[src/rtl/slice_subtractor64.sv]
// Slice-serial subtractor: D = A - B - Bin, SLICE bits per clock, borrow carried in a register.
// Optional macro SLICE_SUB_OVF_EN adds the registered signed-overflow output ovf.
module slice_subtractor64 #(
  parameter int WIDTH = 64,
  parameter int SLICE = 16
) (
  input  logic             clk,
  input  logic             rst_n,
  input  logic             start,
  input  logic [WIDTH-1:0] A,
  input  logic [WIDTH-1:0] B,
  input  logic             Bin,
  output logic             busy,
  output logic             done,
  output logic [WIDTH-1:0] D,
  output logic             Bout,
  output logic             zero,
  output logic             lt_s
`ifdef SLICE_SUB_OVF_EN
  ,
  output logic             ovf
`endif
);

  localparam int NSLICE = WIDTH / SLICE;
  localparam int KW     = (NSLICE > 1) ? $clog2(NSLICE) : 1;
  localparam logic [KW-1:0] K_LAST = KW'(NSLICE - 1);

  typedef enum logic [1:0] {
    S_IDLE = 2'd0,
    S_RUN  = 2'd1,
    S_DONE = 2'd2
  } state_t;

  state_t           r_state;
  logic [WIDTH-1:0] r_a;
  logic [WIDTH-1:0] r_b;
  logic [WIDTH-1:0] r_dwork;
  logic             r_borrow;
  logic [KW-1:0]    r_k;

  logic [SLICE-1:0] w_a_k;
  logic [SLICE-1:0] w_b_k;
  logic [SLICE:0]   w_diff;
  logic             w_n;
  logic             w_v;

  // One slice per cycle; the top bit of the widened difference is the borrow into the next slice.
  assign w_a_k  = r_a[int'(r_k) * SLICE +: SLICE];
  assign w_b_k  = r_b[int'(r_k) * SLICE +: SLICE];
  assign w_diff = {1'b0, w_a_k} - {1'b0, w_b_k} - {{SLICE{1'b0}}, r_borrow};

  assign w_n = r_dwork[WIDTH-1];
  assign w_v = (r_a[WIDTH-1] != r_b[WIDTH-1]) && (r_dwork[WIDTH-1] != r_a[WIDTH-1]);

  // Control FSM, slice datapath and registered result outputs.
  always_ff @(posedge clk) begin
    if (!rst_n) begin
      r_state  <= S_IDLE;
      r_a      <= {WIDTH{1'b0}};
      r_b      <= {WIDTH{1'b0}};
      r_dwork  <= {WIDTH{1'b0}};
      r_borrow <= 1'b0;
      r_k      <= {KW{1'b0}};
      busy     <= 1'b0;
      done     <= 1'b0;
      D        <= {WIDTH{1'b0}};
      Bout     <= 1'b0;
      zero     <= 1'b0;
      lt_s     <= 1'b0;
`ifdef SLICE_SUB_OVF_EN
      ovf      <= 1'b0;
`endif
    end else begin
      done <= 1'b0;
      case (r_state)
        S_IDLE: begin
          if (start) begin
            r_a      <= A;
            r_b      <= B;
            r_borrow <= Bin;
            r_k      <= {KW{1'b0}};
            busy     <= 1'b1;
            r_state  <= S_RUN;
          end else begin
            r_state  <= S_IDLE;
          end
        end
        S_RUN: begin
          r_dwork[int'(r_k) * SLICE +: SLICE] <= w_diff[SLICE-1:0];
          r_borrow <= w_diff[SLICE];
          if (r_k == K_LAST) begin
            busy    <= 1'b0;
            r_state <= S_DONE;
          end else begin
            r_k     <= r_k + KW'(1);
          end
        end
        S_DONE: begin
          // Results are published only here, so they hold through any later RUN.
          done    <= 1'b1;
          D       <= r_dwork;
          Bout    <= r_borrow;
          zero    <= (r_dwork == {WIDTH{1'b0}});
          lt_s    <= w_n ^ w_v;
`ifdef SLICE_SUB_OVF_EN
          ovf     <= w_v;
`endif
          r_state <= S_IDLE;
        end
        default: begin
          busy    <= 1'b0;
          r_state <= S_IDLE;
        end
      endcase
    end
  end

endmodule
[config.mk]
export PLATFORM = sky130hd
export DESIGN_NAME = slice_subtractor64
export DESIGN_NICKNAME = d
export VERILOG_FILES = /design/src/rtl/slice_subtractor64.sv
export SDC_FILE = /design/constraint.sdc
export NUM_CORES = 1
export LEC_CHECK = 0
export CORE_MARGIN = 3
export CORE_UTILIZATION = 51
export DETAILED_ROUTE_END_ITERATION = 8
export HOLD_SLACK_MARGIN = 0.15
export PLACE_DENSITY_LB_ADDON = 0.15
export SKIP_CTS_REPAIR_TIMING = 1
export SLEW_MARGIN = 20
export SYNTH_ARGS = -nofsm -noshare
export SYNTH_HDL_FRONTEND = slang
export SYNTH_SLANG_ARGS = --single-unit
[constraint.sdc]
create_clock -name clk -period 12.8 [get_ports clk]
set_clock_uncertainty 0.2 [all_clocks]
set_input_delay 1.28 -clock clk [delete_from_list [all_inputs] [get_ports clk]]
set_output_delay 1.28 -clock clk [all_outputs]
set_load 0.03 [all_outputs]
==> qor.yml, run 1 <==
route.vias.total: 10230
status: "finished clean"
critical_path_buf_inv_count: 3
ys.flop_type: "dfxtp_1"
worst_case_reg_to_reg_path_depth: 12
syn-cell-area_um2: 11430
synthArstFlopShare: 0
floorplan.io_pins: 201
final_cell_mix: "nand2_1 (414), dfxtp_1 (264), a21oi_1 (225)"
path_cells: "buf_4 -> mux4_2 -> inv_1 -> fa_1 -> inv_1 -> fa_1 -> nand2b_1 -> a21oi_1 -> o211a_1 -> nor2_1 -> o311ai_0 -> o21ai_0"
first_pass_iters: 5
hold_path.class: "reg -> reg"
syn_nets: 1560
cts_tree: "done"
nNetsFinal: 1704
dpl.hpwl_um: 21550
buffer_cell_driving_the_clock_tree_root: "clkbuf_16"
std_cell_rows: 54
timing.final.crit_share: 0.3449
slew_headroom: 0.2802
synthToLayoutAreaGrowth_pct: 26.77
worst-setup-path-type: "reg -> reg"
final_area_um2: 14490
port_buffers: 200
crit_fanout: 42
finalSetupViolations: 0
power_per_cell_area_nw_per_um2: 146.6
cell_at_the_slowest_stage_of_the_critical_path: "o311ai_0"
critical_register_to_register_path_startpoint: "r_k[0]$_SDFFE_PN0P_"
cts_made_buffers: 28
startpoint_type: "flop"
routed_wl_um: 31030
postSynthRegisterBits: 266
tns_ns: 0
grt_antenna_before_repair: 0
globalRouteOverflowTotal: 0
die-width_um: 155.7
maxSlewViolCount: 0
routed_wire_length_per_instance_um: 16.88
path_delay_family: "compound AO/OA/AOI/OAI gates"
globalplace.congestion: 0.9474
cts_htree_levels: 1
design.core.area_um2: 21890
worstSetupStartpoint: "r_k[0]$_SDFFE_PN0P_"
grt_pass1_wl_um: 49430
final-hold-violation-count: 0
avgSynthCellArea_um2: 8.211
postPlaceCellArea_um2: 13510
regToRegSetupSlack_ns: 8.38
die_area_um2: 24240
die_height_um: 155.7
grt_max_degree: 143
crit_end: "r_dwork[44]$_SDFFE_PN0P_"
crit_end_category: "flop"
cts_sinks: 266
synth.lib_cells_used.distinct: 56
rsz0062_at_grt: "no"
fraction_of_layout_cells_with_a_size_suffix_above_1: 0.06739
number_of_synthesized_flops_with_an_enable_pin: 0
cts.clk_slew.worst_paths_ns: 0.06
start_util: 0.5221
vias_per_cell: 5.568
tmin_final_ns: 4.415
drt.antenna.violating_nets: 0
timing.fmax_ghz: 0.2265
final_common_cell: "nand2_1"
worst_r2r_endpoint: "r_dwork[44]$_SDFFE_PN0P_"
insertedDiodeCount: 0
vdd.ir_drop.worst_mv: 0.08541
clk_latency_ns: 0.54
cp_slowest_stage_delay_ns: 0.85
drc: 0
initialDrtViolationCount: 740
post_synth_inst_count: 1392
groute.usage.overall: 0.2478
worst-endpoint-arrival_ns: 4.59
tightestPinTransition_ns: 1.071
ctsLongestPathBuffers: 3
synth.yosys.warnings: 0
required_ns: 12.97
synth-seq-area-share: 0.4659
leakage_uw: 0.005322
cap_viol_max_count: 0
fin_hold_ws_ns: 0.2497
first_global_vias: 9731
worstSetupPathDepth: 12
## tightest hold or removal path: stages, from the launching register on
cell,delay [ns]
dfxtp_1,0.30
nand2_1,0.05
a21oi_1,0.05
## metrics by stage
stage	cells	utilization	power [uW]	worst slack (ns)
after detailed placement	1786	0.6171	1294	8.433
after floorplan	1392	-	1146	8.620
after global placement	1786	0.6171	1291	8.547
after global routing	1838	0.6619	2209	8.083
after CTS	1838	0.6619	2130	8.411
final	1838	0.6619	2124	8.385
## logic make-up after synthesis
kind of cell,Yosys count,share of synthesized area
AO/OA/AOI/OAI,317,0.1581
flip-flops,266,0.4659
XOR/XNOR,7,0.005364
adder cells (fa/ha/maj),36,0.04072
buffers and inverters,150,0.04959
AND/OR/NAND/NOR,579,0.2128
multiplexers,37,0.06754
## state kept, by name, summed over array words and instances, names as in the netlist, 2 cells and up
| register | count |
|---|---|
| r_dwork | 64 |
| r_k | 2 |
| r_state | 2 |
| D | 64 |
| r_a | 64 |
| r_b | 64 |
## routing by layer
metal	wire [um]	up-vias	track usage
met5	0	-	0
met4	1076	0	0.08420
met3	1687	72	0.03051
met2	15290	327	0.4247
met1	12980	4790	0.3264
li1	-	5045	-
## power breakdown
| part | switching [uW] | internal [uW] | leakage (uW) |
|---|---|---|---|
| logic | 252 | 148 | 0.00268 |
| registers | 22.7 | 861 | 0.00217 |
| clock network | 331 | 510 | 0.000480 |
| total | 606 | 1520 | 0.00532 |
## worst min-delay path by stage
stage,start,to,depth (start not counted)
after detailed placement,r_b[55]$_SDFFE_PN0P_,r_b[55]$_SDFFE_PN0P_,2
after global placement,r_a[9]$_SDFFE_PN0P_,r_a[9]$_SDFFE_PN0P_,2
final,D[51]$_SDFFE_PN0P_,D[51]$_SDFFE_PN0P_,2
after global routing,D[52]$_SDFFE_PN0P_,D[52]$_SDFFE_PN0P_,2
after CTS,r_b[55]$_SDFFE_PN0P_,r_b[55]$_SDFFE_PN0P_,2
after floorplan,r_a[32]$_SDFFE_PN0P_,r_a[32]$_SDFFE_PN0P_,2
## synth_stat cells, types with 6 or more instances
master      n  area share
a22oi_1    29       0.019
nor3_1     10      0.0044
ha_1       34       0.037
inv_1      56       0.018
nand4_1    11      0.0060
buf_1       6      0.0020
a21oi_1   225       0.099
nor4_1     17      0.0093
nand3_1    25       0.011
mux4_2     32       0.063
nand2b_1    6      0.0033
dfxtp_1   266        0.47
nor2_1     60       0.020
a31oi_1     6      0.0033
o21ai_0    18      0.0079
clkbuf_1   84       0.028
or3_1       9      0.0049
nand2_1   415        0.14
## area by class of cell
type | count | area [um2]
Sequential cell | 266 | 5328
Multi-Input combinational cell | 976 | 5558
Clock buffer | 39 | 823.3
Clock inverter | 13 | 156.4
Timing Repair Buffer | 207 | 2054
Inverter | 57 | 219.0
Fill cell | 1867 | 7402
Tap cell | 280 | 350.3
Note: power is estimated with default switching activity, not from simulation.
==> inputs of run 2 (changes only) <==
CORE_UTILIZATION = 48   (was 51)
clock period = 3.55 ns   (was 12.8 ns; I/O delays follow)
==> run 2 against run 1 <==
  * Critical path depth is 3 higher
  * Combinational power grew to 4.6 times the previous value
  * Sequential cell count stayed put
  * Sequential share of layout area is 1.5 points lower
==> qor.yml, run 2 (synthesis gave the netlist of run 1 again) <==
vdd.ir_drop.worst_mv: 0.3121  # +270%
regArea_um2: 5330  # about the same
clk_latency_ns: 0.54  # about the same
cp_slowest_stage_delay_ns: 0.50  # -0.35 ns
postPlaceCellArea_um2: 14130  # +4.6%
status: "finished clean"
drt.antenna.violating_nets: 0  # unchanged
routed_wire_length_per_instance_um: 16.61  # -1.6%
grt_max_degree: 82  # -43%
cpMostUsedCell: "buf_4"
crit_end_category: "flop"
path_delay_family: "compound AO/OA/AOI/OAI gates"
path_cells: "buf_12 -> mux4_2 -> inv_2 -> fa_2 -> inv_2 -> fa_2 -> nand2b_4 -> a21oi_2 -> buf_4 -> o211ai_1 -> buf_4 -> a2111oi_4 -> a311oi_1 -> buf_4 -> a32o_1"
drc: 0  # unchanged
final_cell_mix: "nand2_1 (413), dfxtp_1 (264), a21oi_1 (221)"
std_cell_rows: 55  # +1.9%
floorplan.io_pins: 201  # unchanged
startpoint_type: "flop"
place.detailed.instances: 1881  # +5.3%
worst-endpoint-arrival_ns: 3.66  # -0.93 ns
cts_made_buffers: 27  # -3.6%
required_ns: 3.78  # -9.19 ns
die-width_um: 160.3  # +3.0%
insertedDiodeCount: 0  # unchanged
final-instance-count-excl-fill: 1934  # +5.2%
leakage_uw: 0.005638  # +5.9%
die_area_um2: 25700  # +6.0%
die_height_um: 160.3  # +3.0%
globalRouteOverflowTotal: 0  # unchanged
cts_tree: "done"
power_per_cell_area_nw_per_um2: 511.6  # +250%
vias_per_cell: 5.413  # -2.8%
final_area_um2: 15100  # +4.2%
tns_ns: 0  # unchanged
finalSetupViolations: 0  # unchanged
routed_wl_um: 32130  # +3.5%
critical_path_buf_inv_count: 6  # +3
grt_pass1_wl_um: 51470  # +4.1%
crit_fanout: 6  # -86%
final-hold-violation-count: 0  # unchanged
globalplace.congestion: 0.8737  # -7.8%
cts.clk_slew.worst_paths_ns: 0.06  # about the same
timing.final.crit_share: 0.9675  # +0.6226
cts_htree_levels: 1  # unchanged
synthToLayoutAreaGrowth_pct: 32.13
cap_viol_max_count: 0  # unchanged
finalCoreUtilization: 0.6571  # -0.004816
port_buffers: 200  # unchanged
n_fill_cell: 2024  # +8.4%
tmin_final_ns: 3.435  # -0.9804 ns
nNetsFinal: 1769  # +3.8%
cell_at_the_slowest_stage_of_the_critical_path: "mux4_2"
hold_path.class: "in -> reg"
design.core.area_um2: 22980  # +5.0%
slew_headroom: 0.4485  # +0.1683
buffer_cell_driving_the_clock_tree_root: "clkbuf_16"
worst_path_setup_slack_after_routing_ns: 0.1154  # -8.270 ns
final_common_cell: "nand2_1"
worst-setup-path-type: "reg -> reg"
groute.usage.overall: 0.2425  # -0.005285
initialDrtViolationCount: 592  # -20%
tightestPinTransition_ns: 0.8242  # -0.2466 ns
preCtsSetupSlack_ns: 0.02870  # -8.404 ns
dpl.hpwl_um: 23950  # +11%
first_global_vias: 10100  # +3.8%
maxSlewViolCount: 0  # unchanged
fraction_of_layout_cells_with_a_size_suffix_above_1: 0.1129  # +0.04550
multi_input_gate_area_in_the_final_layout_um2: 5635  # +1.4%
grt_antenna_before_repair: 0  # unchanged
route.vias.total: 10470  # +2.3%
ctsLongestPathBuffers: 3  # unchanged
first_pass_iters: 5  # unchanged
cts_sinks: 266  # unchanged
start_util: 0.4973  # -0.02484
timing.fmax_ghz: 0.2912  # +29%
-- run 2: worst paths after layout --
kind / start / end / slack (ns) / cells after the start
worst max-delay path: r_k[0]$_SDFFE_PN0P_ / r_dwork[14]$_SDFFE_PN0P_ / 0.12 / 15
worst min-delay path: A[58] / r_a[58]$_SDFFE_PN0P_ / 0.16 / 3
worst max register to register: r_k[0]$_SDFFE_PN0P_ / r_dwork[14]$_SDFFE_PN0P_ / 0.12 / 15
worst min register to register: D[53]$_SDFFE_PN0P_ / D[53]$_SDFFE_PN0P_ / 0.25 / 2
-- run 2: worst min-delay path: stages --
cell and delay [ns]:
clkdlybuf4s50_1 0.39, nand2_1 0.05, a21oi_1 0.05
-- run 2: area by class of cell --
| cell class | instances | share of cell area |
|---|---|---|
| clock buffer | 39 | 0.05236 |
| clock inverter | 10 | 0.004308 |
| inverter | 57 | 0.01450 |
| multi-input combinational | 976 | 0.3732 |
| sequential | 266 | 0.3529 |
| tap | 313 | 0.02593 |
| timing repair buffer | 273 | 0.1768 |
-- run 2: stage by stage --
stage	power (uW)	hold slack [ns]
after floorplan	4137	0.2331
after detailed placement	4971	0.2459
after global routing	8058	0.1638
after CTS	7671	0.1482
after global placement	4962	0.2397
final	7726	0.1626
-- run 2: per-layer routing --
layer  vias to the layer above  track usage  share of wire
met4                         0      0.09546          0.040
met2                       323       0.4172           0.49
met3                        70      0.03456          0.056
met1                      4904       0.3091           0.41
li1                       5171            -              -
met5                         -            0              0
-- run 2: power by group --
part / internal, uW / total, uW / leakage [uW] / switching, uW
logic: 825 / 1820 / 0.00305 / 998
clock network: 1550 / 2720 / 0.000418 / 1180
registers: 3100 / 3180 / 0.00217 / 78.0
==> inputs of run 3 (changes only) <==
MAX_ROUTING_LAYER = met4   (was unset)
SKIP_LAST_GASP = 1   (was unset)
==> run 3 against run 2 <==
  * Cell area is 0.93% higher
  * Utilization is 0.61 points higher
  * Die area did not move
  * Sequential power barely moved
  * Critical path depth fell by 2
  * Worst setup slack worse by 0.071 ns
  * Global-route usage grew 0.95 points
  * Critical endpoint unchanged
  * Largest cell class unchanged
  * Highest routed layer unchanged
==> qor.yml, run 3 (synthesis gave the netlist of run 1 again) <==
status: "finished clean"
tmin_final_ns: 3.506  # +0.07137 ns
route.vias.total: 10410  # -0.54%
slew_headroom: 0.4488  # about the same
nNetsFinal: 1770  # +0.057%
cp_slowest_stage_delay_ns: 0.49  # about the same
leakage_uw: 0.005698  # +1.1%
design.core.area_um2: 22980  # unchanged
final_cell_mix: "nand2_1 (413), dfxtp_1 (264), a21oi_1 (221)"
timing.final.crit_share: 0.9876  # +0.02010
ctsLongestPathBuffers: 3  # unchanged
preCtsSetupSlack_ns: 0.03920  # +0.01051 ns
drc: 0  # unchanged
grt_antenna_before_repair: 0  # unchanged
dpl.hpwl_um: 23710  # -1.0%
cap_viol_max_count: 0  # unchanged
finalCoreUtilization: 0.6631  # +0.006096
rsz0062_at_grt: "yes"
crit_fanout: 10  # +4
vdd.ir_drop.worst_mv: 0.2760  # -12%
grt_pass1_wl_um: 51870  # +0.78%
cts_tree: "done"
path_delay_family: "compound AO/OA/AOI/OAI gates"
cts_sinks: 266  # unchanged
initialDrtViolationCount: 669  # +13%
maxSlewViolCount: 0  # unchanged
path_cells: "buf_12 -> buf_12 -> mux4_2 -> inv_1 -> ha_1 -> inv_1 -> ha_1 -> or2_2 -> a21o_1 -> a2111oi_1 -> a311oi_1 -> buf_4 -> a32o_1"
regArea_um2: 5330  # unchanged
drt.antenna.violating_nets: 0  # unchanged
final-hold-violation-count: 0  # unchanged
hold_path.class: "in -> reg"
die_height_um: 160.3  # unchanged
crit_end_category: "flop"
std_cell_rows: 55  # unchanged
grt_max_degree: 87  # +6.1%
die_area_um2: 25700  # unchanged
routed_wl_um: 32510  # +1.2%
synthToLayoutAreaGrowth_pct: 33.36
worst-endpoint-arrival_ns: 3.73  # +0.07 ns
first_global_vias: 10220  # +1.2%
clk_latency_ns: 0.53  # about the same
first_pass_iters: 5  # unchanged
final_common_cell: "nand2_1"
insertedDiodeCount: 0  # unchanged
floorplan.io_pins: 201  # unchanged
final_area_um2: 15240  # +0.93%
cts.clk_slew.worst_paths_ns: 0.07  # about the same
fraction_of_layout_cells_with_a_size_suffix_above_1: 0.1134  # +0.0005469
start_util: 0.4973  # unchanged
cts_made_buffers: 26  # -3.7%
vias_per_cell: 5.380  # -0.60%
startpoint_type: "flop"
buffer_cell_driving_the_clock_tree_root: "clkbuf_16"
groute.usage.overall: 0.2520  # +0.009499
postPlaceCellArea_um2: 14120  # about the same
worst_path_setup_slack_after_routing_ns: 0.04398  # -0.07137 ns
multi_input_gate_area_in_the_final_layout_um2: 5662  # +0.47%
finalSetupViolations: 0  # unchanged
die-width_um: 160.3  # unchanged
timing.fmax_ghz: 0.2852  # -2.0%
globalRouteOverflowTotal: 0  # unchanged
worst-setup-path-type: "reg -> reg"
power_per_cell_area_nw_per_um2: 528.3  # +3.3%
required_ns: 3.78  # about the same
cts_htree_levels: 1  # unchanged
tightestPinTransition_ns: 0.8238  # -0.0003523 ns
cell_at_the_slowest_stage_of_the_critical_path: "mux4_2"
routed_wire_length_per_instance_um: 16.80  # +1.1%
port_buffers: 200  # unchanged
critical_path_buf_inv_count: 5  # -1
n_fill_cell: 1979  # -2.2%
globalplace.congestion: 0.8675  # -0.71%
[run 3: cell types whose count changed in the layout (fill, tap and decap cells not counted), sizes merged]
cell      change
buf           +1
bufinv        +5
clkbuf        -2
clkinv        -1
clkinvlp      -1
inv           -1
[run 3: metal layers]
metal,up-vias,track usage,share of wire
met5,-,-,0
met1,4879,0.3112,0.43
li1,5179,-,-
met2,289,0.4330,0.49
met3,64,0.02940,0.045
met4,0,0.08126,0.031
[run 3: layout make-up]
type,count,share of cell area
Clock buffer,36,0.04983
Clock inverter,12,0.01297
Inverter,57,0.01437
Multi-Input combinational cell,976,0.3715
Sequential cell,266,0.3497
Tap cell,313,0.02569
Timing Repair Buffer,275,0.1760
[run 3: per-stage QoR]
stage	total power, uW	instances	hold slack [ns]	TNS, ns
after floorplan	4137	1392	0.2331	0
after global placement	4966	1881	0.2404	0
after detailed placement	4975	1881	0.2461	0
after CTS	7993	1929	0.1437	0
after global routing	8376	1935	0.1749	-0.2654
final	8052	1935	0.1642	0
[run 3: worst paths after layout]
kind,cells after the start,end,slack (ns),startpoint
worst min register to register,2,r_a[51]$_SDFFE_PN0P_,0.25,r_a[51]$_SDFFE_PN0P_
worst max-delay path,13,r_dwork[14]$_SDFFE_PN0P_,0.04,r_k[0]$_SDFFE_PN0P_
worst max register to register,13,r_dwork[14]$_SDFFE_PN0P_,0.04,r_k[0]$_SDFFE_PN0P_
worst min-delay path,3,r_a[58]$_SDFFE_PN0P_,0.16,A[58]
[run 3: worst reg2reg max path: cells and delay by family (launching register included)]
kind                       cells  cell delay, ns
AOI/OAI and AO/OA              4            0.94
adders and majority gates      2            0.48
buffers and inverters          5            0.57
DFF                            1            0.38
muxes                          1            0.49
and+or+nand+nor                1            0.34
[run 3: where the power goes]
group          internal [uW]  leakage [uW]  switching [uW]
sequential              3100       0.00217            81.4
clock                   1860      0.000465            1160
combinational            829       0.00307            1010
total                   5790       0.00570            2260
